File: src/rtl/apb_mem_slave_p.sv
`default_nettype none
// ============================================================================
// Module   : apb_mem_slave_p
// Brief    : Parametrised APB memory slave with wait states, registered
//            responses and misaligned/out-of-range error detection.
//            Optional byte-lane strobes via `define APB_STRB_EN.
// Revision : 1.0 - initial release
// ============================================================================
module apb_mem_slave_p #(
  parameter int ADDR_W      = 8,
  parameter int DATA_W      = 32,
  parameter int DEPTH       = 16,
  parameter int WAIT_STATES = 1
) (
  input  logic                pclk,
  input  logic                presetn,
  input  logic                psel,
  input  logic                penable,
  input  logic                pwrite,
  input  logic [ADDR_W-1:0]   paddr,
  input  logic [DATA_W-1:0]   pwdata,
`ifdef APB_STRB_EN
  input  logic [DATA_W/8-1:0] pstrb,
`endif
  output logic [DATA_W-1:0]   prdata,
  output logic                pready,
  output logic                pslverr
);

  localparam int c_LANES = DATA_W / 8;
  localparam int c_ALIGN = $clog2(c_LANES);
  localparam int c_IDX_W = (DEPTH > 1) ? $clog2(DEPTH) : 1;
  localparam int c_CNT_W = (WAIT_STATES > 1) ? $clog2(WAIT_STATES) : 1;
  localparam logic [ADDR_W:0]    c_DEPTH    = (ADDR_W + 1)'(DEPTH);
  localparam logic [c_CNT_W-1:0] c_CNT_LOAD = c_CNT_W'((WAIT_STATES > 0) ? WAIT_STATES - 1 : 0);

  localparam logic [1:0] c_IDLE = 2'd0;
  localparam logic [1:0] c_WAIT = 2'd1;
  localparam logic [1:0] c_RESP = 2'd2;

  logic [1:0]         state_q,   state_d;
  logic [c_CNT_W-1:0] cnt_q,     cnt_d;
  logic [c_IDX_W-1:0] idx_q,     idx_d;
  logic               write_q,   write_d;
  logic               err_q,     err_d;
  logic               pready_q,  pready_d;
  logic               pslverr_q, pslverr_d;
  logic [DATA_W-1:0]  prdata_q,  prdata_d;

  logic [DATA_W-1:0]  mem_q [DEPTH];

  logic [ADDR_W-1:0]  w_word;
  logic               w_misalign;
  logic               w_range;
  logic               w_err;
  logic               w_complete;
  logic               w_acc_write;
  logic               w_acc_err;
  logic [c_IDX_W-1:0] w_acc_idx;
  logic               w_do_wr;
  logic [c_LANES-1:0] w_lane_en;

  assign w_word = paddr >> c_ALIGN;

  generate
    if (c_ALIGN == 0) begin : g_no_align
      assign w_misalign = 1'b0;
    end else begin : g_align
      assign w_misalign = |paddr[c_ALIGN-1:0];
    end
  endgenerate

  assign w_range = {1'b0, w_word} >= c_DEPTH;
  assign w_err   = w_misalign | w_range;

  // With zero wait states the access completes on the setup edge itself,
  // so the live bus values are used instead of the latched copies.
  assign w_acc_write = (state_q == c_IDLE) ? pwrite : write_q;
  assign w_acc_err   = (state_q == c_IDLE) ? w_err : err_q;
  assign w_acc_idx   = (state_q == c_IDLE) ? w_word[c_IDX_W-1:0] : idx_q;

  always_comb begin
    state_d    = state_q;
    cnt_d      = cnt_q;
    idx_d      = idx_q;
    write_d    = write_q;
    err_d      = err_q;
    pready_d   = pready_q;
    pslverr_d  = pslverr_q;
    prdata_d   = prdata_q;
    w_complete = 1'b0;
    case (state_q)
      c_IDLE: begin
        if (psel && !penable) begin
          idx_d   = w_word[c_IDX_W-1:0];
          write_d = pwrite;
          err_d   = w_err;
          if (WAIT_STATES == 0) begin
            w_complete = 1'b1;
            state_d    = c_RESP;
          end else begin
            cnt_d   = c_CNT_LOAD;
            state_d = c_WAIT;
          end
        end
      end
      c_WAIT: begin
        if (!psel) begin
          state_d = c_IDLE;
        end else if (cnt_q == '0) begin
          w_complete = 1'b1;
          state_d    = c_RESP;
        end else begin
          cnt_d = cnt_q - 1'b1;
        end
      end
      c_RESP: begin
        state_d   = c_IDLE;
        pready_d  = 1'b0;
        pslverr_d = 1'b0;
      end
      default: state_d = c_IDLE;
    endcase
    if (w_complete) begin
      pready_d  = 1'b1;
      pslverr_d = w_acc_err;
      if (!w_acc_write) begin
        prdata_d = w_acc_err ? '0 : mem_q[w_acc_idx];
      end
    end
  end

  always_ff @(posedge pclk or negedge presetn) begin
    if (!presetn) begin
      state_q   <= c_IDLE;
      cnt_q     <= '0;
      idx_q     <= '0;
      write_q   <= 1'b0;
      err_q     <= 1'b0;
      pready_q  <= 1'b0;
      pslverr_q <= 1'b0;
      prdata_q  <= '0;
    end else begin
      state_q   <= state_d;
      cnt_q     <= cnt_d;
      idx_q     <= idx_d;
      write_q   <= write_d;
      err_q     <= err_d;
      pready_q  <= pready_d;
      pslverr_q <= pslverr_d;
      prdata_q  <= prdata_d;
    end
  end

`ifdef APB_STRB_EN
  assign w_lane_en = pstrb;
`else
  assign w_lane_en = '1;
`endif

  // Storage is not reset; writes are suppressed while reset is held.
  assign w_do_wr = w_complete & w_acc_write & ~w_acc_err & presetn;

  always_ff @(posedge pclk) begin
    if (w_do_wr) begin
      for (int i = 0; i < c_LANES; i++) begin
        if (w_lane_en[i]) begin
          mem_q[w_acc_idx][i*8 +: 8] <= pwdata[i*8 +: 8];
        end
      end
    end
  end

  assign prdata  = prdata_q;
  assign pready  = pready_q;
  assign pslverr = pslverr_q;

endmodule
`default_nettype wire

File: config.mk
export PLATFORM = sky130hd
export DESIGN_NAME = apb_mem_slave_p
export DESIGN_NICKNAME = d
export VERILOG_FILES = /design/src/rtl/apb_mem_slave_p.sv
export SDC_FILE = /design/constraint.sdc
export NUM_CORES = 1
export LEC_CHECK = 0
export ABC_AREA = 1
export CAP_MARGIN = 20
export CORE_MARGIN = 1.5
export CORE_UTILIZATION = 61
export DETAILED_ROUTE_END_ITERATION = 16
export PLACE_DENSITY = 0.79
export SLEW_MARGIN = 25
export SYNTH_ARGS = -nofsm -noshare
export SYNTH_HDL_FRONTEND = slang
export SYNTH_SLANG_ARGS = --single-unit
File: constraint.sdc
create_clock -name pclk -period 3.95 [get_ports pclk]
set_input_delay 0.79 -clock pclk [delete_from_list [all_inputs] [get_ports pclk]]
set_output_delay 0.79 -clock pclk [all_outputs]
set_load 0.01 [all_outputs]
==> metrics.yaml <==
yosysWarningCount: 0
fin_crit_sh_pct: 80.2
dp_hpwl_um: 31100
drive_above_1_share_pct: 6.03
finalHoldViolCount: 0
seq_area_frac_synth_pct: 69.0
track_usage_pct: 28.7
vias: 16300
grtUsageMet2_pct: 48.3
grt_pass1_vias: 16400
ir_drop_v: 0.000434
startpoint_type: "flip-flop"
routabilityCongestion: 0.828
final.setup.tns_ns: 0
maxCapViolCount: 0
clkSlewWorstSetupHoldPaths_ns: 0.06
hp-class: "in2async"
synth-seq-cells: 554
routed_wl_um: 57200
rows: 72
critPathKind: "reg2reg"
vias_per_cell: 5.35
cts_tree: "done"
grt_pass1_wl_um: 88600
ys_types: 22
yosys.area.top_type: "edfxtp_1"
timing.rr.start: "state_q[1]"
rr_worst_depth: 8
tightest_slew_ns: 0.855
wire_per_inst_um: 18.7
ant_nets: 0
cp_max_fo: 20
skew_ns: 0.0208
rsz0062_at_grt: "false"
overflow: 0
cts_resized: 0
cts_setup_buffers: 0
worst_ep_arrival_time_ns: 3.44
ff2ff_setup_slack_ns: 0.78
io_buffers: 78
drv_slew: 0
cts_sinks: 554
drc: 0
relSlewSlack_pct: 42.9
cts-htree-levels: 2
core_area_sq_mm: 0.0386
nets: 2538
worst_slack_ns: 0.784
ctsRootBufferMaster: "clkbuf_16"
synth.area.top_cells: "edfxtp_1, nand2_1, inv_1"
endpoint_kind: "flip-flop"
cp-startpoint: "state_q[1]"
syn_to_final_growth_pct: 13.9
fmax_ghz: 0.316
die_h_um: 200
first_pass_iters: 6
dp_slack_ns: 0.189
first_iter_violations: 1846
worstPathRequired_ns: 4.23
synth_top_area_share_pct: 64.6
initial_core_util_pct: 61.7
die-area_sq_mm: 0.0402
syn-cell-area_sq_mm: 0.0238
ios: 79
met1_usage_pct: 37.6
r2r_end: "mem_q[8][17]"
setup_viol: 0
tritoncts.num_buffers: 54
busiest_layer: "met2"
cts_hold_buffers: 0
power_per_cell_area_mw_per_mm2: 493
met3_usage_pct: 4.43
diodes: 0
die_x_um: 200
syn_nets: 2456
fin_util_pct: 70.3
synth_area_per_cell_sq_um: 9.87
fin_crit_ns: 3.17
status: "finished clean"
grt_max_degree: 181
n_fill_cell: 2691
clk_latency_ns: 0.59
antenna_found_initial: 0
crit_end: "mem_q[8][17]"
netlist_instances: 2411
p_leak_nw: 11.9
clockBufferDepth: 3
[flip-flops by register name (all words and copies together) (netlist names)]
signal   flops
err_q        1
idx_q        4
mem_q      512
prdata      32
pready       1
pslverr      1
state_q      2
write_q      1
[report_power, final]
part / leakage, nW / total (W) / internal, W / switching, W
Clock: 0.836 / 0.00499 / 0.00289 / 0.00211
Combinational: 5.91 / 0.00170 / 0.000599 / 0.00110
Sequential: 5.13 / 0.00666 / 0.00656 / 0.0000979
[kinds of logic after synthesis]
group                  Yosys count  synth area share [%]
AO/OA/AOI/OAI                  165                  3.50
buffers and inverters          490                  8.22
flip-flops                     554                  69.0
multiplexers                     1                0.0421
AND/OR/NAND/NOR               1201                  19.2
[Yosys cell counts]
master,n
o41ai_1,1
o21ai_1,48
nor2_2,1
nand3_1,29
nor3_2,1
buf_1,11
clkbuf_1,27
buf_4,16
nor3_1,1
o21ai_0,100
inv_1,385
mux2i_1,1
o21ai_2,1
a21oi_1,15
edfxtp_1,512
nor2_1,70
nor2_4,1
nand2_1,1096
dfrtp_1,42
inv_2,5
buf_2,46
nand2_2,2
[how the worst min path moves through the flow]
stage / slack [ns] / to / from / depth (start not counted)
detailed placement: 0.47 / prdata[2] / prdata[2] / 2
floorplan: 0.44 / err_q / err_q / 2
CTS: 0.38 / prdata[17] / presetn / 2
finish: 0.39 / prdata[11] / presetn / 2
global placement: 0.47 / prdata[3] / prdata[3] / 2
global route: 0.43 / state_q[1] / presetn / 2
[cell usage in the layout, fill, tap and decap left out, types with 4 or more instances in the layout]
master / count
buf_4: 38
clkinv_2: 8
clkinv_1: 10
o21ai_1: 48
nand2_1: 1095
dfrtp_1: 42
nor2_4: 21
bufinv_16: 4
clkdlybuf4s50_1: 77
inv_1: 385
clkbuf_1: 18
clkbuf_16: 55
inv_2: 4
o21ai_0: 100
a21oi_1: 15
edfxtp_1: 512
nor2_1: 50
clkbuf_8: 4
nand3_1: 29
buf_12: 9
[through the flow]
| step | instance area (sq um) | instances | hold slack (ns) | power, W |
|---|---|---|---|---|
| after global placement | 25400 | 2954 | 0.465 | 0.00841 |
| after CTS | 27100 | 3054 | 0.375 | 0.0134 |
| after floorplan | 23800 | 2411 | 0.442 | 0.00771 |
| final | 27100 | 3055 | 0.391 | 0.0134 |
| after detailed placement | 25400 | 2954 | 0.468 | 0.00845 |
| after global routing | 27100 | 3055 | 0.430 | 0.0138 |
[metal layers]
metal	part of all wire, %	vias up
met3	8.7	142
met1	39	7695
met5	0	-
met2	49	807
met4	3.5	0
li1	-	7705
[worst max-delay path, cell delays in order, from the launching register on]
cell	delay (ns)
dfrtp_1	0.45
nor2_4	0.29
nand2_1	0.08
o21ai_1	0.35
inv_1	0.23
nor2_4	0.15
inv_1	0.17
nor2_4	0.72
buf_4	0.40
[area by class of cell]
cell class	count	area, sq um	area share (%)
Clock buffer	77	1500	5.53
Clock inverter	23	206	0.762
Inverter	390	1470	5.41
Multi-Input combinational cell	1367	5590	20.6
Sequential cell	554	16400	60.6
Tap cell	518	648	2.39
Timing Repair Buffer	126	1270	4.68
No activity file was read; power rests on OpenSTA's default activity.
